## src/rtl/dbus_req_ctrl_pkg.sv

```systemverilog
// Shared types for the data-bus request controller:
// bus size codes, controller FSM states and the held-request record.
package dbus_req_ctrl_pkg;

  typedef enum logic [1:0] {
    BYTE = 2'd0,
    HALF = 2'd1,
    WORD = 2'd2
  } size_e;

  typedef enum logic [1:0] {
    RUN   = 2'd0,
    DRAIN = 2'd1,
    GRANT = 2'd2
  } state_e;

  typedef struct packed {
    logic        valid;
    logic        wr;
    size_e       size;
    logic [31:0] addr;
    logic [31:0] wdata;
    logic        discard;
  } hr_t;

endpackage

```

## src/rtl/dbus_req_ctrl_if.sv

```systemverilog
// SRAM-like data bus: request side driven by the controller,
// handshakes and read data returned by the bus.
interface dbus_req_ctrl_if;

  logic        data_req;
  logic        data_wr;
  logic [1:0]  data_size;
  logic [31:0] data_addr;
  logic [31:0] data_wdata;
  logic        data_addr_ok;
  logic        data_data_ok;
  logic [31:0] data_rdata;

  modport master (
    output data_req, data_wr, data_size,
    output data_addr, data_wdata,
    input  data_addr_ok, data_data_ok,
    input  data_rdata
  );

  modport slave (
    input  data_req, data_wr, data_size,
    input  data_addr, data_wdata,
    output data_addr_ok, data_data_ok,
    output data_rdata
  );

endinterface

```

## src/rtl/dbus_req_ctrl_outst_cnt.sv

```systemverilog
// Saturating up/down counter with a load port used to snapshot
// the in-flight count when a flush squashes pending responses.
module dbus_outst_cnt #(
  parameter int MAX = 2,
  parameter int W   = 3
) (
  input  logic         clk,
  input  logic         rst,
  input  logic         inc,
  input  logic         dec,
  input  logic         load,
  input  logic [W-1:0] loadVal,
  output logic [W-1:0] cnt
);

  logic [W-1:0] cntNext;

  always_comb begin
    cntNext = cnt;
    if (load) begin
      cntNext = loadVal;
    end else if (inc && !dec) begin
      if (cnt != W'(MAX)) cntNext = cnt + W'(1);
    end else if (dec && !inc) begin
      if (cnt != '0) cntNext = cnt - W'(1);
    end
  end

  always_ff @(posedge clk or negedge rst) begin
    if (!rst) cnt <= '0;
    else      cnt <= cntNext;
  end

endmodule

```

## src/rtl/dbus_req_ctrl.sv

```systemverilog
// Data-bus request controller: holds one pipeline request on the bus,
// tracks in-flight responses, drops squashed ones, grants cache ops.
module dbus_req_ctrl
  import dbus_req_ctrl_pkg::*;
#(
  parameter int MAX_OUTST = 2,
  parameter int CNT_W     = 3
) (
  input  logic        clk,
  input  logic        rst,
  input  logic        pipe_req_i,
  input  logic        pipe_wr_i,
  input  logic [1:0]  pipe_size_i,
  input  logic [31:0] pipe_addr_i,
  input  logic [31:0] pipe_wdata_i,
  output logic        pipe_accept_o,
  output logic        pipe_data_ok_o,
  output logic [31:0] pipe_rdata_o,
  input  logic        flush_i,
  input  logic        cop_req_i,
  input  logic        cop_done_i,
  output logic        cop_grant_o,
  output logic        busy_o,
  dbus_req_ctrl_if.master bus
);

  state_e state, stateNext;
  hr_t    hr;

  logic [CNT_W-1:0] outst, disc, snap;
  logic [CNT_W:0]   inFlight;
  logic busAcc, retire, discDec;
  logic latch, drained;

  assign busAcc  = hr.valid && bus.data_addr_ok;
  assign retire  = bus.data_data_ok && (outst != '0);
  assign discDec = bus.data_data_ok && (disc != '0);
  assign snap    = outst + CNT_W'(busAcc) - CNT_W'(retire);

  assign inFlight = {1'b0, outst} + (CNT_W+1)'(hr.valid);

  assign latch = rst && (state == RUN) && pipe_req_i
              && !flush_i && !cop_req_i
              && (!hr.valid || bus.data_addr_ok)
              && (inFlight < (CNT_W+1)'(MAX_OUTST));

  // No new latches in DRAIN, so only the retiring response matters.
  assign drained = !hr.valid
                && ((outst == '0)
                 || (outst == CNT_W'(1) && bus.data_data_ok));

  dbus_outst_cnt #(.MAX(MAX_OUTST), .W(CNT_W)) uOutst (
    .clk     (clk),
    .rst     (rst),
    .inc     (busAcc),
    .dec     (bus.data_data_ok),
    .load    (1'b0),
    .loadVal ('0),
    .cnt     (outst)
  );

  dbus_outst_cnt #(.MAX(MAX_OUTST), .W(CNT_W)) uDisc (
    .clk     (clk),
    .rst     (rst),
    .inc     (busAcc && hr.discard),
    .dec     (discDec),
    .load    (flush_i),
    .loadVal (snap),
    .cnt     (disc)
  );

  // A request already on the bus cannot be withdrawn; mark it instead.
  always_ff @(posedge clk or negedge rst) begin
    if (!rst) begin
      hr <= '0;
    end else if (latch) begin
      hr.valid   <= 1'b1;
      hr.wr      <= pipe_wr_i;
      hr.size    <= size_e'(pipe_size_i);
      hr.addr    <= pipe_addr_i;
      hr.wdata   <= pipe_wdata_i;
      hr.discard <= 1'b0;
    end else if (busAcc) begin
      hr.valid   <= 1'b0;
      hr.discard <= 1'b0;
    end else if (flush_i && hr.valid) begin
      hr.discard <= 1'b1;
    end
  end

  always_ff @(posedge clk or negedge rst) begin
    if (!rst) state <= RUN;
    else      state <= stateNext;
  end

  always_comb begin
    stateNext = state;
    unique case (state)
      RUN:     if (cop_req_i)  stateNext = DRAIN;
      DRAIN:   if (drained)    stateNext = GRANT;
      GRANT:   if (cop_done_i) stateNext = RUN;
      default: stateNext = RUN;
    endcase
  end

  assign bus.data_req   = hr.valid;
  assign bus.data_wr    = hr.wr;
  assign bus.data_size  = hr.size;
  assign bus.data_addr  = hr.addr;
  assign bus.data_wdata = hr.wdata;

  assign pipe_accept_o  = latch;
  assign pipe_data_ok_o = rst && bus.data_data_ok
                       && (disc == '0) && !flush_i;
  assign pipe_rdata_o   = bus.data_rdata;
  assign cop_grant_o    = (state == GRANT);
  assign busy_o         = hr.valid || (outst != '0);

  dok_has_owner: assert property (
    @(posedge clk) disable iff (!rst)
    !(bus.data_data_ok && outst == '0));

endmodule

```

## src/flat_wrapper.sv

```systemverilog
// flat-port wrapper written by rule: the top's interface ports become plain ports
module dbus_req_ctrl_flat import dbus_req_ctrl_pkg::*;
#(
  parameter int MAX_OUTST = 2,
  parameter int CNT_W     = 3
)
  (clk, rst, pipe_req_i, pipe_wr_i, pipe_size_i, pipe_addr_i, pipe_wdata_i, pipe_accept_o, pipe_data_ok_o, pipe_rdata_o, flush_i, cop_req_i, cop_done_i, cop_grant_o, busy_o, bus_data_req, bus_data_wr, bus_data_size, bus_data_addr, bus_data_wdata, bus_data_addr_ok, bus_data_data_ok, bus_data_rdata);
  dbus_req_ctrl_if bus_i ();
  input  logic clk;
  input  logic rst;
  input  logic pipe_req_i;
  input  logic pipe_wr_i;
  input  logic [1:0] pipe_size_i;
  input  logic [31:0] pipe_addr_i;
  input  logic [31:0] pipe_wdata_i;
  output logic pipe_accept_o;
  output logic pipe_data_ok_o;
  output logic [31:0] pipe_rdata_o;
  input  logic flush_i;
  input  logic cop_req_i;
  input  logic cop_done_i;
  output logic cop_grant_o;
  output logic busy_o;
  output wire logic [$bits(bus_i.data_req)-1:0] bus_data_req;
  output wire logic [$bits(bus_i.data_wr)-1:0] bus_data_wr;
  output wire logic [$bits(bus_i.data_size)-1:0] bus_data_size;
  output wire logic [$bits(bus_i.data_addr)-1:0] bus_data_addr;
  output wire logic [$bits(bus_i.data_wdata)-1:0] bus_data_wdata;
  input wire logic [$bits(bus_i.data_addr_ok)-1:0] bus_data_addr_ok;
  input wire logic [$bits(bus_i.data_data_ok)-1:0] bus_data_data_ok;
  input wire logic [$bits(bus_i.data_rdata)-1:0] bus_data_rdata;
  assign bus_data_req = bus_i.data_req;
  assign bus_data_wr = bus_i.data_wr;
  assign bus_data_size = bus_i.data_size;
  assign bus_data_addr = bus_i.data_addr;
  assign bus_data_wdata = bus_i.data_wdata;
  assign bus_i.data_addr_ok = bus_data_addr_ok;
  assign bus_i.data_data_ok = bus_data_data_ok;
  assign bus_i.data_rdata = bus_data_rdata;
  dbus_req_ctrl #(.MAX_OUTST(MAX_OUTST), .CNT_W(CNT_W)) u_core (.clk(clk), .rst(rst), .pipe_req_i(pipe_req_i), .pipe_wr_i(pipe_wr_i), .pipe_size_i(pipe_size_i), .pipe_addr_i(pipe_addr_i), .pipe_wdata_i(pipe_wdata_i), .pipe_accept_o(pipe_accept_o), .pipe_data_ok_o(pipe_data_ok_o), .pipe_rdata_o(pipe_rdata_o), .flush_i(flush_i), .cop_req_i(cop_req_i), .cop_done_i(cop_done_i), .cop_grant_o(cop_grant_o), .busy_o(busy_o), .bus(bus_i));
endmodule
```

## config.mk

```make
export PLATFORM = sky130hd
export DESIGN_NAME = dbus_req_ctrl_flat
export DESIGN_NICKNAME = d
export VERILOG_FILES = /design/src/rtl/dbus_req_ctrl_pkg.sv /design/src/rtl/dbus_req_ctrl_if.sv /design/src/rtl/dbus_req_ctrl_outst_cnt.sv /design/src/rtl/dbus_req_ctrl.sv /design/src/flat_wrapper.sv
export SDC_FILE = /design/constraint.sdc
export NUM_CORES = 1
export LEC_CHECK = 0
export CORE_MARGIN = 2
export CORE_UTILIZATION = 44
export CTS_CLUSTER_DIAMETER = 80
export DETAILED_ROUTE_END_ITERATION = 6
export GPL_ROUTABILITY_DRIVEN = 0
export GPL_TIMING_DRIVEN = 0
export PLACE_DENSITY = 0.86
export SLEW_MARGIN = 20
export SYNTH_ARGS = -nofsm -noshare
export SYNTH_HDL_FRONTEND = slang
export SYNTH_HIERARCHICAL = 1
export SYNTH_SLANG_ARGS = --single-unit
```

## constraint.sdc

```tcl
create_clock -name clk -period 4.6 [get_ports clk]
set_input_delay 0.92 -clock clk [delete_from_list [all_inputs] [get_ports clk]]
set_output_delay 0.92 -clock clk [all_outputs]
set_load 0.05 [all_outputs]
```

Yosys cells after proc, flatten, opt, wreduce, memory -nomap -nowiden
Cells that the tools add are included.

Register bits after elaboration: 77. Output and inout bits: 104. Logic and storage cells: 89.

Add/sub/neg operators: 7. $lt $le $gt $ge: 1. Multiplexer cells: 18. Reductions and logical operators: 44. Eq/ne operators: 10.

Operators with widths (number): $mux 3 (9); $logic_and 1x1->1 (20); $reduce_bool 3->1 (5); $ne 3x2->1 const B (3); $reduce_and 3->1 (3); $logic_not 1->1 (7); $add 3x1->3 const B (2); $logic_not 3->1 (2); $mux 2 (3); $pmux 2 s3 (1); $reduce_bool 2->1 (3); $sub 3x1->3 const B (2); $mux 1 (5); $add 3x1->4 (1); $lt 4x2->1 const B (1); $ne 2x1->1 const B (2); $ne 2x2->1 const B (2); $add 3x1->3 (1); $eq 3x1->1 const B (1); $logic_or 1x1->1 (3); $sub 3x1->3 (1); $eq 2x1->1 const B (1); $eq 2x2->1 const B (1); $logic_not 2->1 (1).

Longest topological paths before layout
Gate-level depths: netlist (run 1).

Depth after elaboration: 8. Depth in mapped cells: 9.

Hierarchy
Netlist (run 1), hierarchy kept.

By module, submodules not included: dbus_req_ctrl (instances 1, sequential area each 1776.7 µm², area each 3627.2 µm², cells an instance 285); dbus_outst_cnt (instances 2, sequential area each 75.1 µm², area each 275.3 µm², cells an instance 30).

Worst setup path after synthesis (run 1)
OpenSTA, ideal clock, no wires.

Path type: register -> output. Start point: register u_core.hr (netlist bit u_core/bus.data_req). End point: output port pipe_accept_o. Required time: 3.680 ns. Stages on the path, launching flop included: 6. Setup slack: 0.683 ns. Path buffers: 0. Arrival time: 2.997 ns. Cell sequence: dfrtp_1 > and2_1 > ha_1 > nor4b_2 > nand2_1 > nor4bb_1.

Cells in the longest elaborated chain, start to end: 4.

Ends and longest elaborated chain: start, declared (line dbus_req_ctrl.sv:28) `hr_t hr;`; parallel branches: the longest is 3 deep, another holds $add 3x1->4; $logic_and 1x1->1 * (line dbus_req_ctrl.sv:45) `&& (inFlight < (CNT_W+1)'(MAX_OUTST));`; end, declared (line flat_wrapper.sv:16) `output logic pipe_accept_o;`.

Every way passes the cells marked *.

Worst setup path after layout (run 1)
Start point: input port rst. End point: output port pipe_accept_o.

Cells in the longest elaborated chain, start to end: 6.

Ends and longest elaborated chain: start, declared (line flat_wrapper.sv:10) `input logic rst;`; $logic_and 1x1->1 (2 in series) (line dbus_req_ctrl.sv:42) `assign latch = rst && (state == RUN) && pipe_req_i`; $logic_and 1x1->1 (2 in series) (line dbus_req_ctrl.sv:43) `&& !flush_i && !cop_req_i`; $logic_and 1x1->1 (line dbus_req_ctrl.sv:44) `&& (!hr.valid || bus.data_addr_ok)`; $logic_and 1x1->1 (line dbus_req_ctrl.sv:45).

No other way between the ends.

==> flow_summary.json, run 1 <==
{
  "outcome": "complete, no violations",
  "drc": 0,
  "cts-root-buf": "clkbuf_8",
  "max_slew.worst_pin.slew_ps": 631.8,
  "hold_buffers": 0,
  "synth_ff_type": "dfrtp_1",
  "worstSetupPathType": "in -> out",
  "cp-end-kind": "output port",
  "maxCapViolations": 0,
  "grt_first_pass_wirelength_um": 14180,
  "syn2layout_area_growth_pct": 52.50,
  "finalPower_mw": 4.312,
  "ios": 211,
  "synth-edff-count": 0,
  "ant_nets": 0,
  "multi_input_area_um2": 1398,
  "p_leak_nw": 3.013,
  "ys_ff_latch": 77,
  "crit_path_max_incr_delay_ps": 850,
  "nets": 652,
  "clock_skew_ps": 12.03,
  "die_w_um": 101.4,
  "antennaDiodeCount": 0,
  "p_int_mw": 2.422,
  "insertion_delay_ps": 340,
  "finalCritPeriodShare_pct": 85.41,
  "slew_headroom_pct": 56.79,
  "ys_types": 40,
  "synthArstFlopShare_pct": 100.0,
  "start_util_pct": 45.21,
  "dieArea_um2": 10290,
  "mostFrequentLayoutCells": "177 x clkdlybuf4s50_1, 104 x buf_4, 77 x dfrtp_1",
  "finalHoldViolations": 0,
  "crit_slowest_cell": "clkdlybuf4s50_1",
  "setup_viol": 0,
  "grt_pass1_vias": 3043,
  "start_kind": "input port",
  "post_cts_buffers": 0,
  "synth.cell_area_um2": 4178,
  "min_path_type": "reg -> reg",
  "grt_max_degree": 48,
  "power_frac_clock_pct": 13.3,
  "clkSinkCount": 77,
  "drv_slew": 0,
  "cts_tree": "yes",
  "place_hpwl_um": 7394,
  "grt_overflow_total": 0,
  "fillCellCount": 684,
  "routed_via_density": 4.534,
  "peakVddDrop_v": 0.0004280,
  "path_clk_slew_ps": 80,
  "comb_power_share_pct": 59.8,
  "powerDensity_nw_per_um2": 676.7,
  "synth_warnings": 6,
  "grt_usage_pct": 17.61,
  "wl_um": 9360,
  "pwr-share-seq_pct": 26.9,
  "holdWs_ps": 497.6,
  "avgSynthCellArea_um2": 12.11,
  "htreeDepth": 3,
  "die_h_um": 101.4,
  "num_vias": 3047,
  "num_rows": 35,
  "cts_max_path_buffers": 2,
  "first_pass_iters": 4,
  "worstPathRequired_ps": 3680,
  "path_cells": "buf_4 -> nor4b_2 -> nand2_1 -> nor4bb_1 -> clkdlybuf4s50_1",
  "drive_gt1_share_pct": 35.54,
  "cts_buffers": 9,
  "p_switching_mw": 1.890,
  "final_common_cell": "clkdlybuf4s50_1",
  "synthCells": 345,
  "timing.fmax_mhz": 254.5,
  "ctsResizeCount": 0,
  "dr.first_iter.drc_count": 50,
  "rsz0062_at_grt": "no",
  "p_sw_share_pct": 43.83,
  "path_max_fanout": 47,
  "routedWlPerCell_um": 13.93,
  "port_buffers": 178,
  "seqCellArea_um2": 1927,
  "worstPathArrival_ps": 3010,
  "antenna_found_initial": 0,
  "coreArea_um2": 9240,
  "yosysSeqAreaShare_pct": 46.12,
  "fin_crit_ps": 3929
}
## synthesized netlist by cell type, types with 2 or more instances
cell type / count / area [um^2]
dfrtp_1: 77 / 1927
mux2_2: 61 / 686.9
mux2_1: 8 / 90.09
nor2_1: 7 / 26.28
or2b_1: 2 / 15.01
nand2_1: 9 / 33.78
nand2b_1: 4 / 25.02
or3b_2: 2 / 17.52
inv_1: 13 / 48.80
o211a_1: 2 / 20.02
and2_1: 2 / 12.51
o2111ai_1: 2 / 17.52
xnor2_1: 5 / 43.79
a211o_1: 2 / 17.52
ha_1: 4 / 50.05
a31oi_1: 2 / 12.51
xor2_1: 3 / 26.28
a211oi_1: 3 / 22.52
buf_4: 103 / 773.2
o21ai_0: 2 / 10.01
nor2b_1: 2 / 12.51
buf_6: 2 / 22.52
nor3_1: 3 / 15.01
o221ai_1: 2 / 17.52
o32ai_1: 2 / 17.52
buf_2: 4 / 20.02
o311ai_2: 2 / 32.53
fa_1: 3 / 60.06
## critical path: cells and delay by family
family        cells  cell delay, ps
buf+inv           2            1330
simple gates      3             740
## metal layers
layer | wire (um) | GRT usage, %
met4 | 139 | 6.445
met3 | 721 | 4.900
met2 | 4694 | 29.90
met5 | 0 | 0
met1 | 3804 | 21.45
## power groups by stage
stage	registers, mW	clock network (mW)	logic [mW]
global placement	1.15	0	2.54
floorplan	1.14	0	1.86
finish	1.16	0.573	2.58
CTS	1.16	0.594	2.60
detailed placement	1.18	0	2.59
global route	1.21	0.626	2.69
## kinds of logic after synthesis
group	count (synthesis)	share of synthesized area, %
buffers and inverters	122	20.69
DFF	77	46.12
muxes	69	18.60
and+or+nand+nor	38	5.451
AOI/OAI and AO/OA	23	4.732
xor gates and xnor gates	8	1.677
adders and majority gates	7	2.636
other	1	0.08976
## path summary, 6_finish.rpt
path,end,start,slack [ps],cells after the start
setup / recovery,pipe_accept_o,rst,670,5
hold / removal,u_core/bus.data_addr[24],u_core/bus.data_addr[24],500,1
min in group asynchronous,u_core/bus.data_wdata[8],rst,580,1
hold reg to reg,u_core/bus.data_addr[24],u_core/bus.data_addr[24],500,1
max in group asynchronous,u_core/hr[0],rst,3410,2
setup reg to reg,u_core/bus.data_addr[25],u_core/uOutst/cnt[0],1990,8
## layout make-up
type,count,area share [%]
buffer,109,12.80
clock buffer,10,2.003
clock inverter,6,1.473
inverter,13,0.7659
multi-input combinational,149,21.94
sequential,77,30.24
tap,129,2.533
timing repair buffer,179,28.24
## registers in the layout (all words and copies together), names as in the netlist, 2 cells and up
register / count
u_core/uDisc/cnt: 3
u_core/state: 2
u_core/bus.data_wdata: 32
u_core/bus.data_size: 2
u_core/uOutst/cnt: 3
u_core/bus.data_addr: 32
## stage by stage
step	area, um^2	utilization [%]	cells	setup TNS (ps)	setup slack (ps)
after floorplan	4189	-	348	0	683.3
after global placement	6132	66.36	655	-102930	-2166
after detailed placement	6150	66.55	656	0	619.8
after CTS	6371	68.95	672	0	620.6
after global routing	6371	68.95	672	0	483.5
final	6371	68.95	672	0	671.3
Power figures use the tool's default switching activity.
==> run 2: changes to the inputs <==
- CAP_MARGIN: default -> 20
- SKIP_CTS_REPAIR_TIMING: default -> 1
==> results of run 2 <==
No change in the layout: final DEF, timing and power equal those of run 1.
==> RTL edit (config.mk and constraints of run 1) <==
Encoding of `state_e`: now one-hot (3 bits for 3 states).
--- a/src/rtl/dbus_req_ctrl_pkg.sv
+++ b/src/rtl/dbus_req_ctrl_pkg.sv
@@ -9,8 +9,8 @@
   } size_e;
 
-  typedef enum logic [1:0] {
-    RUN   = 2'd0,
-    DRAIN = 2'd1,
-    GRANT = 2'd2
+  typedef enum logic [2:0] {
+    RUN   = 3'b001,
+    DRAIN = 3'b010,
+    GRANT = 3'b100
   } state_e;
 
Check against the original RTL: no difference found for any inputs over 10 cycles, from zero or initial values and one cycle with rst low; not proved beyond that.
==> RTL edit against run 1 <==
Power is 4.0% higher. Cell count is 1.0% higher. Worst setup slack worse by 0.17 ns. Sequential cell count is 1 higher. Synthesized cell count is 2.3% higher. Routed wire length is 1.5% higher. Area after synthesis is 1.3% higher. Final area is 0.43% higher. Critical endpoint unchanged. Largest cell class unchanged. Highest routed layer unchanged.
==> RTL edit: results (changes against run 1) <==
| Metric | Value |
|---|---|
| DRT Wirelength | `9496 um (+1.5%)` |
| DRT iter0 DRCs | `33 (-34%)` |
| CP Launch Point | `cop_req_i` |
| Critical path data arrival time | `3.18 ns (+0.17 ns)` |
| DPL Wire Length | `7458 um (+0.87%)` |
| Diode count | `0 (unchanged)` |
| Layout cells sized above 1 | `0.3309 (-0.02452)` |
| Outcome | `finished clean` |
| LEAKAGE | `3.025 nW (+0.40%)` |
| Vias in the first global route | `3,171 (+4.2%)` |
| Nets | `660 (+1.2%)` |
| Gr usage total | `0.1791 (+0.002984)` |
| DP Area | `6213 um^2 (+1.0%)` |
| Post-synth top cells | `buf_4, dfrtp_1, mux2_2` |
| Minimum clock period | `4.095 ns (+0.1668 ns)` |
| Clock skew | `0.01162 ns (-0.0004093 ns)` |
| Mapped Avg Cell Area | `11.99 um^2 (-0.95%)` |
| Mean routed wirelength per cell | `13.99 um (+0.41%)` |
| Slowest Stage Delay on Critical Path | `0.88 ns (+0.03 ns)` |
| Post-synth cell types | `43 (+7.5%)` |
| DP Worst Slack | `0.5548 ns (-0.06498 ns)` |
| Hold endpoint | `u_core/bus.data_addr[27]$_DFFE_PN0P_` |
| Slew HR | `0.5284 (-0.03953)` |
| First-pass GRT wire length | `14,540 um (+2.5%)` |
| Final hold slack | `0.4912 ns (-0.006353 ns)` |
| Max rail drop VDD | `0.4433 mV (+3.6%)` |
| Via count | `3,116 (+2.3%)` |
| Reg2Reg Capture Point | `u_core/bus.data_addr[24]$_DFFE_PN0P_` |
| Fillers | `716 (+4.7%)` |
| Pin count of the biggest net entering global routing | `51 (+6.3%)` |
| RR Startpoint | `u_core/uOutst/cnt[0]$_DFFE_PN0P_` |
| Largest cells by area after synthesis | `dfrtp_1, buf_4, mux2_2, mux2_1, fa_1` |
| R2R setup slack | `1.84 ns (-0.15 ns)` |
| Hold Startpoint | `u_core/bus.data_addr[27]$_DFFE_PN0P_` |
| Cts bufs inserted | `9 (unchanged)` |
| Post-synthesis sequential area ratio | `0.4613 (about the same)` |
| Crit-path max FO | `3 (-94%)` |
==> RTL edit: changes by cell type in the layout (fill, tap and decap cells not counted), sizes merged, moves of 2 or more <==
cell,change
clkinv,+2
nand2,+3
nor2b,-2
o21ai,+2
inv,-2
==> RTL edit: worst register-to-register path, cell delays in order, from the launching register on <==
cell and delay (ns):
dfrtp_1 0.49, and2_1 0.21, ha_1 0.27, nor4b_1 0.46, nand2_1 0.18, nor3_4 0.32
buf_6 0.21, buf_6 0.17, mux2_1 0.35
==> RTL edit: area by class of cell <==
cell class / count / area, um^2 / share of cell area
sequential: 78 / 1953 / 0.3052
inverter: 12 / 45.04 / 0.007039
multi-input combinational: 157 / 1433 / 0.2239
tap: 129 / 161.4 / 0.02522
buffer: 109 / 814.5 / 0.1273
clock inverter: 6 / 61.31 / 0.009582
timing repair buffer: 179 / 1807 / 0.2824
clock buffer: 9 / 123.9 / 0.01936
==> RTL edit: kinds of logic after synthesis <==
| family | synth area share |
|---|---|
| AOI/OAI and AO/OA | 0.04817 |
| muxes | 0.1835 |
| xor gates and xnor gates | 0.01655 |
| adders and majority gates | 0.02601 |
| other | 0.0008857 |
| buffers and inverters | 0.2030 |
| DFF | 0.4613 |
| and+or+nand+nor | 0.06058 |
==> RTL edit: routing by layer <==
layer	vias up	track usage	share of wire
li1	1476	-	-
met1	1488	0.2022	0.39
met4	0	0.07385	0.021
met2	136	0.3219	0.52
met5	-	0	0
met3	16	0.04583	0.073
==> RTL edit: where the power goes <==
part	internal (mW)	switching (mW)
logic	1.21	1.55
clock network	0.247	0.250
registers	1.01	0.208
